===== src/rtl/quiz_pkg.sv =====
// Shared definitions for the quiz sequencer: state codes, question-word
// field positions, prime-index limits and bus widths.
package quiz_pkg;

  typedef enum logic [2:0] {
    S_IDLE   = 3'd0,
    S_FETCH  = 3'd1,
    S_WAIT   = 3'd2,
    S_ANSWER = 3'd3,
    S_JUDGE  = 3'd4,
    S_RESULT = 3'd5,
    S_DONE   = 3'd6
  } state_e;

  localparam int unsigned Q_HI = 23;
  localparam int unsigned Q_LO = 12;
  localparam int unsigned A_HI = 11;
  localparam int unsigned A_LO = 0;

  localparam int unsigned QWORD_W = 24;
  localparam int unsigned FIELD_W = 12;
  localparam int unsigned IDX_W   = 4;
  localparam int unsigned NUM_W   = 4;
  localparam int unsigned ECNT_W  = 2;
  localparam int unsigned SCORE_W = 5;
  localparam int unsigned STATE_W = 3;
  localparam int unsigned QCNT_W  = 5;
  localparam int unsigned CNT_W   = 16;
  localparam int unsigned TIMER_W = 16;

  localparam logic [IDX_W-1:0] IDX_BLANK = 4'd0;
  localparam logic [IDX_W-1:0] IDX_MAX   = 4'd9;

  // A key names a prime only in 1..9; blank and 10..15 are not answers.
  function automatic logic idx_valid(input logic [IDX_W-1:0] idx);
    return (idx != IDX_BLANK) && (idx <= IDX_MAX);
  endfunction

endpackage


===== src/rtl/quiz_seq_ctrl_if.sv =====
// Front-end / ROM / display signals of the quiz sequencer, bundled.
interface quiz_seq_ctrl_if;
  import quiz_pkg::*;

  logic                 OK;
  logic                 KEY_VALID;
  logic [IDX_W-1:0]     KEY_IDX;
  logic                 SUBMIT;
  logic                 DB_REQ;
  logic [NUM_W-1:0]     NUM_OUT;
  logic [QWORD_W-1:0]   QUESTION;
  logic [FIELD_W-1:0]   Q_DIGITS;
  logic [FIELD_W-1:0]   ENTRY;
  logic [ECNT_W-1:0]    ENTRY_CNT;
  logic                 CORRECT;
  logic                 WRONG;
  logic [SCORE_W-1:0]   SCORE;
  logic                 DONE;
  logic [STATE_W-1:0]   STATE;

  modport master (
    input  OK, KEY_VALID, KEY_IDX, SUBMIT, QUESTION,
    output DB_REQ, NUM_OUT, Q_DIGITS, ENTRY, ENTRY_CNT,
           CORRECT, WRONG, SCORE, DONE, STATE
  );

  modport slave (
    output OK, KEY_VALID, KEY_IDX, SUBMIT, QUESTION,
    input  DB_REQ, NUM_OUT, Q_DIGITS, ENTRY, ENTRY_CNT,
           CORRECT, WRONG, SCORE, DONE, STATE
  );

endinterface


===== src/rtl/quiz_timer.sv =====
// Loadable down-counter; saturates at zero and flags expiry while enabled.
module quiz_timer #(
  parameter int unsigned W = 16
) (
  input  logic         clk,
  input  logic         rst,
  input  logic         load,
  input  logic [W-1:0] load_val,
  input  logic         en,
  output logic         expired_c
);

  logic [W-1:0] count_q, count_d;

  always_comb begin
    count_d = count_q;
    if (load) begin
      count_d = load_val;
    end else if (en && (count_q != '0)) begin
      count_d = count_q - W'(1);
    end
  end

  always_ff @(posedge clk) begin
    if (rst) begin
      count_q <= '0;
    end else begin
      count_q <= count_d;
    end
  end

  assign expired_c = en && (count_q == '0);

endmodule


===== src/rtl/quiz_seq_ctrl.sv =====
// Question sequencer: fetches each ROM word, collects up to three prime-index
// entries inside the answer window, judges them and keeps the session score.
module quiz_seq_ctrl
  import quiz_pkg::*;
#(
  parameter int unsigned NUM_Q      = 9,
  parameter int unsigned DB_LAT     = 1,
  parameter int unsigned TIME_LIMIT = 1000,
  parameter int unsigned RESULT_CYC = 8
) (
  input  logic           CLK,
  input  logic           RST,
  quiz_seq_ctrl_if.master bus
);

  localparam logic [CNT_W-1:0]   LAT_LAST = CNT_W'(DB_LAT - 1);
  localparam logic [CNT_W-1:0]   RES_LAST = CNT_W'(RESULT_CYC - 1);
  localparam logic [TIMER_W-1:0] T_LOAD   = TIMER_W'(TIME_LIMIT - 1);
  localparam logic [QCNT_W-1:0]  Q_END    = QCNT_W'(NUM_Q);

  state_e               state_q, state_d;
  logic [QCNT_W-1:0]    qcnt_q, qcnt_d;
  logic [CNT_W-1:0]     cnt_q, cnt_d;
  logic [FIELD_W-1:0]   ans_q, ans_d;
  logic                 timed_out_q, timed_out_d;
  logic                 db_req_q, db_req_d;
  logic [NUM_W-1:0]     num_out_q, num_out_d;
  logic [FIELD_W-1:0]   q_digits_q, q_digits_d;
  logic [FIELD_W-1:0]   entry_q, entry_d;
  logic [ECNT_W-1:0]    entry_cnt_q, entry_cnt_d;
  logic                 correct_q, correct_d;
  logic                 wrong_q, wrong_d;
  logic [SCORE_W-1:0]   score_q, score_d;
  logic                 done_q, done_d;

  logic                 timer_load_c;
  logic                 timer_en_c;
  logic                 expired_c;
  logic [QCNT_W-1:0]    qcnt_inc_c;

  assign timer_en_c = (state_q == S_ANSWER);
  assign qcnt_inc_c = qcnt_q + QCNT_W'(1);

  quiz_timer #(.W(TIMER_W)) u_timer (
    .clk       (CLK),
    .rst       (RST),
    .load      (timer_load_c),
    .load_val  (T_LOAD),
    .en        (timer_en_c),
    .expired_c (expired_c)
  );

  always_comb begin
    state_d      = state_q;
    qcnt_d       = qcnt_q;
    cnt_d        = cnt_q;
    ans_d        = ans_q;
    timed_out_d  = timed_out_q;
    db_req_d     = 1'b0;
    num_out_d    = num_out_q;
    q_digits_d   = q_digits_q;
    entry_d      = entry_q;
    entry_cnt_d  = entry_cnt_q;
    correct_d    = 1'b0;
    wrong_d      = 1'b0;
    score_d      = score_q;
    done_d       = done_q;
    timer_load_c = 1'b0;

    case (state_q)
      S_IDLE, S_DONE: begin
        if (bus.OK) begin
          state_d   = S_FETCH;
          score_d   = '0;
          qcnt_d    = '0;
          db_req_d  = 1'b1;
          num_out_d = '0;
          done_d    = 1'b0;
        end
      end
      S_FETCH: begin
        state_d = S_WAIT;
        cnt_d   = '0;
      end
      S_WAIT: begin
        // ROM data is valid only on the last latency cycle.
        if (cnt_q == LAT_LAST) begin
          q_digits_d   = bus.QUESTION[Q_HI:Q_LO];
          ans_d        = bus.QUESTION[A_HI:A_LO];
          entry_d      = '0;
          entry_cnt_d  = '0;
          timer_load_c = 1'b1;
          state_d      = S_ANSWER;
        end else begin
          cnt_d = cnt_q + CNT_W'(1);
        end
      end
      S_ANSWER: begin
        if (bus.KEY_VALID && idx_valid(bus.KEY_IDX) && (entry_cnt_q != 2'd3)) begin
          case (entry_cnt_q)
            2'd0:    entry_d[11:8] = bus.KEY_IDX;
            2'd1:    entry_d[7:4]  = bus.KEY_IDX;
            default: entry_d[3:0]  = bus.KEY_IDX;
          endcase
          entry_cnt_d = entry_cnt_q + ECNT_W'(1);
        end
        // SUBMIT beats a coincident expiry.
        if (bus.SUBMIT) begin
          timed_out_d = 1'b0;
          state_d     = S_JUDGE;
        end else if (expired_c) begin
          timed_out_d = 1'b1;
          state_d     = S_JUDGE;
        end
      end
      S_JUDGE: begin
        if (!timed_out_q && (entry_q == ans_q)) begin
          correct_d = 1'b1;
          score_d   = score_q + SCORE_W'(1);
        end else begin
          wrong_d = 1'b1;
        end
        cnt_d   = '0;
        state_d = S_RESULT;
      end
      S_RESULT: begin
        if (cnt_q == RES_LAST) begin
          qcnt_d = qcnt_inc_c;
          if (qcnt_inc_c == Q_END) begin
            state_d = S_DONE;
            done_d  = 1'b1;
          end else begin
            state_d   = S_FETCH;
            db_req_d  = 1'b1;
            num_out_d = NUM_W'(qcnt_inc_c);
          end
        end else begin
          cnt_d = cnt_q + CNT_W'(1);
        end
      end
      default: state_d = S_IDLE;
    endcase
  end

  always_ff @(posedge CLK) begin
    if (RST) begin
      state_q     <= S_IDLE;
      qcnt_q      <= '0;
      cnt_q       <= '0;
      ans_q       <= '0;
      timed_out_q <= 1'b0;
      db_req_q    <= 1'b0;
      num_out_q   <= '0;
      q_digits_q  <= '0;
      entry_q     <= '0;
      entry_cnt_q <= '0;
      correct_q   <= 1'b0;
      wrong_q     <= 1'b0;
      score_q     <= '0;
      done_q      <= 1'b0;
    end else begin
      state_q     <= state_d;
      qcnt_q      <= qcnt_d;
      cnt_q       <= cnt_d;
      ans_q       <= ans_d;
      timed_out_q <= timed_out_d;
      db_req_q    <= db_req_d;
      num_out_q   <= num_out_d;
      q_digits_q  <= q_digits_d;
      entry_q     <= entry_d;
      entry_cnt_q <= entry_cnt_d;
      correct_q   <= correct_d;
      wrong_q     <= wrong_d;
      score_q     <= score_d;
      done_q      <= done_d;
    end
  end

  assign bus.DB_REQ    = db_req_q;
  assign bus.NUM_OUT   = num_out_q;
  assign bus.Q_DIGITS  = q_digits_q;
  assign bus.ENTRY     = entry_q;
  assign bus.ENTRY_CNT = entry_cnt_q;
  assign bus.CORRECT   = correct_q;
  assign bus.WRONG     = wrong_q;
  assign bus.SCORE     = score_q;
  assign bus.DONE      = done_q;
  assign bus.STATE     = state_q;

endmodule


===== src/flat_wrapper.sv =====
// flat-port wrapper written by rule: the top's interface ports become plain ports
module quiz_seq_ctrl_flat import quiz_pkg::*;
#(
  parameter int unsigned NUM_Q      = 9,
  parameter int unsigned DB_LAT     = 1,
  parameter int unsigned TIME_LIMIT = 1000,
  parameter int unsigned RESULT_CYC = 8
)
  (CLK, RST, bus_OK, bus_KEY_VALID, bus_KEY_IDX, bus_SUBMIT, bus_QUESTION, bus_DB_REQ, bus_NUM_OUT, bus_Q_DIGITS, bus_ENTRY, bus_ENTRY_CNT, bus_CORRECT, bus_WRONG, bus_SCORE, bus_DONE, bus_STATE);
  quiz_seq_ctrl_if bus_i ();
  input  logic CLK;
  input  logic RST;
  input wire logic [$bits(bus_i.OK)-1:0] bus_OK;
  input wire logic [$bits(bus_i.KEY_VALID)-1:0] bus_KEY_VALID;
  input wire logic [$bits(bus_i.KEY_IDX)-1:0] bus_KEY_IDX;
  input wire logic [$bits(bus_i.SUBMIT)-1:0] bus_SUBMIT;
  input wire logic [$bits(bus_i.QUESTION)-1:0] bus_QUESTION;
  output wire logic [$bits(bus_i.DB_REQ)-1:0] bus_DB_REQ;
  output wire logic [$bits(bus_i.NUM_OUT)-1:0] bus_NUM_OUT;
  output wire logic [$bits(bus_i.Q_DIGITS)-1:0] bus_Q_DIGITS;
  output wire logic [$bits(bus_i.ENTRY)-1:0] bus_ENTRY;
  output wire logic [$bits(bus_i.ENTRY_CNT)-1:0] bus_ENTRY_CNT;
  output wire logic [$bits(bus_i.CORRECT)-1:0] bus_CORRECT;
  output wire logic [$bits(bus_i.WRONG)-1:0] bus_WRONG;
  output wire logic [$bits(bus_i.SCORE)-1:0] bus_SCORE;
  output wire logic [$bits(bus_i.DONE)-1:0] bus_DONE;
  output wire logic [$bits(bus_i.STATE)-1:0] bus_STATE;
  assign bus_i.OK = bus_OK;
  assign bus_i.KEY_VALID = bus_KEY_VALID;
  assign bus_i.KEY_IDX = bus_KEY_IDX;
  assign bus_i.SUBMIT = bus_SUBMIT;
  assign bus_i.QUESTION = bus_QUESTION;
  assign bus_DB_REQ = bus_i.DB_REQ;
  assign bus_NUM_OUT = bus_i.NUM_OUT;
  assign bus_Q_DIGITS = bus_i.Q_DIGITS;
  assign bus_ENTRY = bus_i.ENTRY;
  assign bus_ENTRY_CNT = bus_i.ENTRY_CNT;
  assign bus_CORRECT = bus_i.CORRECT;
  assign bus_WRONG = bus_i.WRONG;
  assign bus_SCORE = bus_i.SCORE;
  assign bus_DONE = bus_i.DONE;
  assign bus_STATE = bus_i.STATE;
  quiz_seq_ctrl #(.NUM_Q(NUM_Q), .DB_LAT(DB_LAT), .TIME_LIMIT(TIME_LIMIT), .RESULT_CYC(RESULT_CYC)) u_core (.CLK(CLK), .RST(RST), .bus(bus_i));
endmodule

===== config.mk =====
export PLATFORM = sky130hd
export DESIGN_NAME = quiz_seq_ctrl_flat
export DESIGN_NICKNAME = d
export VERILOG_FILES = /design/src/rtl/quiz_pkg.sv /design/src/rtl/quiz_seq_ctrl_if.sv /design/src/rtl/quiz_timer.sv /design/src/rtl/quiz_seq_ctrl.sv /design/src/flat_wrapper.sv
export SDC_FILE = /design/constraint.sdc
export NUM_CORES = 1
export LEC_CHECK = 0
export ABC_AREA = 1
export CAP_MARGIN = 20
export CORE_MARGIN = 5
export CORE_UTILIZATION = 55
export CTS_BUF_LIST = sky130_fd_sc_hd__clkbuf_8
export CTS_CLUSTER_DIAMETER = 60
export CTS_CLUSTER_SIZE = 16
export DETAILED_ROUTE_END_ITERATION = 10
export PLACE_DENSITY = 0.81
export SYNTH_ARGS = -nofsm -noshare
export SYNTH_HDL_FRONTEND = slang
export SYNTH_SLANG_ARGS = --single-unit

===== constraint.sdc =====
create_clock -name CLK -period 1.9 [get_ports CLK]
set_input_delay 0.38 -clock CLK [delete_from_list [all_inputs] [get_ports CLK]]
set_output_delay 0.38 -clock CLK [all_outputs]
set_load 0.005 [all_outputs]

==> impl_metrics.py <==
metrics = {
    "finish": {
        "final_area_um2": 5950,
        "areaGrowthSynthToFinish_pct": 24.7,
        "nets": 851,
        "fillers": 737,
        "n_antenna_cell": 0,
        "drive_above_1_share_pct": 7.87,
        "final_cells": 921,
    },
    "worst_setup_path": {
        "crit_chain": "clkdlybuf4s50_1",
        "cp.arrival_ns": 1.39,
        "critPathSlowestCell": "clkdlybuf4s50_1",
        "criticalPathCategory": "reg -> out",
        "cpPeakStageDelay_ns": 0.58,
        "r2r_slack_ns": 0.14,
        "r2r_end": "u_core.bus.ENTRY_CNT[0]$_SDFFE_PP0P_",
        "critPathMaxFanout": 8,
        "worst_setup_path_end_kind": "primary output",
        "start_kind": "flop",
        "critPathTopFamily": "buffers and inverters",
        "reg2reg_depth": 7,
        "worstPathRequired_ns": 1.52,
        "crit_buf_inv": 1,
        "r2r_start": "u_core.bus.STATE[1]$_SDFFE_PP0P_",
        "worstSetupStartpoint": "u_core.bus.STATE[2]$_SDFFE_PP0P_",
    },
    "timing": {
        "setup-tns-final_ns": 0,
        "skew_ns": 0.00861,
        "maxSlewHeadroom_pct": 68.5,
        "period_minus_slack_ns": 1.77,
        "drv_slew": 0,
        "min_period_over_period_pct": 93.2,
        "hold_viol": 0,
        "whs_ns": 0.466,
        "max_freq_mhz": 565,
        "finalSetupViolCount": 0,
        "post-route-worst-setup-slack_ns": 0.129,
        "tightest_slew_ns": 0.471,
        "rsz0062_at_grt": "no",
    },
    "yosys": {
        "yosysSeqAreaShare_pct": 38.6,
        "synth_area_um2": 4770,
        "synth-edff-count": 0,
        "postSynth.asyncResetShare_pct": 0,
        "synthCells": 719,
        "synth_top_area_share_pct": 38.6,
        "syn-num-nets": 762,
        "synth_top_area_cell": "dfxtp_1",
        "synthTopCellsByArea": "dfxtp_1, nand2_1, nor2_1, a21oi_1, inv_1",
        "synth-seq-cells": 92,
        "synth_area_per_cell_um2": 6.64,
        "yosysWarnings": 0,
        "synth.distinct_cells": 36,
        "ys.flop_type": "dfxtp_1",
    },
    "die": {
        "die_h_um": 103,
        "num_rows": 34,
        "pin_count": 75,
        "design.core.area_um2": 8590,
        "die_area_um2": 10600,
        "dieWidth_um": 103,
        "start_util_pct": 55.6,
    },
    "power_and_ir_drop": {
        "power_density_nw_per_um2": 1220,
        "vdd_drop_max_mv": 0.537,
        "leakagePower_nw": 2.44,
    },
    "clock_tree": {
        "cts_tree": "done",
        "root_buffer": "clkbuf_8",
        "htreeDepth": 3,
        "numCtsBuffers": 9,
        "cts.sinks": 92,
        "clkTransAtPathRegs_ns": 0.09,
        "cts_max_path_buffers": 2,
        "ctsHoldBuffers": 0,
        "insertion_delay_ns": 0.35,
    },
    "route": {
        "wl_mm": 11.5,
        "via_per_inst": 5.12,
        "num_vias": 4716,
        "drt_iter0_markers": 181,
        "dr.pass1.iters": 4,
        "drc": 0,
        "wire_per_inst_um": 12.5,
        "ant_nets": 0,
    },
    "placed_design": {
        "placed_cells": 904,
        "dp_slack_ns": 0.0352,
        "place_congestion": 0.927,
        "place_hpwl_mm": 8.81,
        "dpl_cell_area_um2": 5700,
        "io_buffers": 74,
    },
    "grt": {
        "grt_pass1_vias": 4371,
        "grt_pass1_wl_mm": 19.0,
        "grt_max_degree": 35,
        "grt.total_usage_pct": 21.8,
        "gr-total-overflow": 0,
        "antenna_found_initial": 0,
    },
    "hold_path": {
        "hold_end": "u_core.cnt_q[7]$_SDFFE_PP0P_",
        "hp-class": "in -> reg",
        "hold_depth": 4,
        "hp-start": "RST",
    },
    "run_status": {
        "run_status": "complete, no violations",
    },
    "run": {
        "max-cap-violations": 0,
    },
}
[cells in the mapped netlist, types with 2 or more instances]
master and instances:
nand2_1 196, nor2_1 115, dfxtp_1 92, inv_1 78, a21oi_1 67, nand3_1 36, o21ai_0 24, nor3_1 14
a211oi_1 12, xor2_1 12, clkbuf_1 11, ha_1 10, nand4_1 8, nand2_2 5, inv_2 4, xnor2_1 4
buf_6 3, nand3b_1 3, nor2_2 3, nor3b_1 3, buf_2 2, buf_4 2, nand2_4 2
[per-layer routing]
layer / part of all wire [%] / up-vias / track usage, % / wire (um)
li1: - / 2465 / - / -
met1: 45 / 2139 / 27.7 / 5200
met2: 49 / 98 / 38.3 / 5640
met3: 4.2 / 14 / 3.49 / 487
met4: 1.2 / 0 / 6.18 / 141
met5: 0 / - / 0 / 0
[metrics by stage]
step	total power [mW]	utilization [%]
finish	7.27	69.3
global route	7.90	69.3
detailed placement	5.82	66.4
global placement	5.73	66.4
floorplan	4.89	-
CTS	7.20	68.8
[cell usage in the layout (no fill, tap or decap), types with 2 or more instances in the layout]
cell             instances
nor3b_1                  3
clkdlybuf4s50_1         73
nand2_2                  4
dfxtp_1                 91
nor3_1                  13
o21ai_1                  2
nor3_2                   2
nand3_1                 36
a211oi_1                12
nand3b_1                 3
clkinvlp_4               2
nand4_1                  8
ha_1                     9
buf_4                   21
nand2_4                  3
clkbuf_8                11
inv_1                   78
inv_2                    3
xnor2_1                  4
a21oi_1                 67
o21ai_0                 23
nand2_1                196
nor2_2                   4
xor2_1                  12
nor2_1                 114
[state kept, by name, indices dropped and copies added (netlist names), 2 cells and up]
register                cells
u_core.ans_q               12
u_core.bus.ENTRY           12
u_core.bus.ENTRY_CNT        2
u_core.bus.NUM_OUT          4
u_core.bus.Q_DIGITS        12
u_core.bus.SCORE            5
u_core.bus.STATE            3
u_core.cnt_q               16
u_core.qcnt_q               5
u_core.u_timer.count_q     16
[final cells by class]
class | count | area (um^2) | share of cell area, %
clock buffer | 11 | 151 | 2.54
tap | 108 | 135 | 2.27
clock inverter | 5 | 58.8 | 0.988
sequential | 92 | 1840 | 31.0
multi-input combinational | 527 | 2540 | 42.7
timing repair buffer | 96 | 913 | 15.3
inverter | 82 | 310 | 5.21
[cells by family after synthesis]
family / Yosys count / synth area share [%]
xor gates and xnor gates: 16 / 2.93
buffers and inverters: 100 / 8.54
AOI/OAI and AO/OA: 110 / 12.6
DFF: 92 / 38.6
and+or+nand+nor: 391 / 34.7
adders and majority gates: 10 / 2.62
[tightest hold or removal path, delay by kind of cell]
kind                   cells  cell delay [ns]
AND/OR/NAND/NOR            3             0.26
buffers and inverters      1             0.14
[power by group]
part / total (mW) / switching [mW] / internal, mW
Combinational: 3.38 / 2.04 / 1.34
Sequential: 2.51 / 0.258 / 2.25
Clock: 1.38 / 0.697 / 0.683
[worst max path at each step]
| stage | end | slack [ns] | cells after the start |
|---|---|---|---|
| CTS | u_core.bus.ENTRY[6]$_SDFFE_PP0P_ | 0.12 | 9 |
| global placement | u_core.bus.ENTRY_CNT[0]$_SDFFE_PP0P_ | 0.13 | 8 |
| detailed placement | u_core.bus.ENTRY_CNT[1]$_SDFFE_PP0P_ | 0.04 | 8 |
| finish | bus_STATE[2] | 0.13 | 1 |
| floorplan | u_core.cnt_q[2]$_SDFFE_PP0P_ | 0.35 | 10 |
| global route | u_core.bus.NUM_OUT[0]$_SDFFE_PP0P_ | 0.01 | 10 |
[repair_timing]
| action | 4_1_cts | 5_1_grt |
|---|---|---|
| endpoints found under the hold margin | 0 | 0 |
| setup buffers | 0 | 1 |
| setup endpoints to repair | 1 | 10 |
| resized for setup | 1 | 6 |
Power figures use the tool's default switching activity.
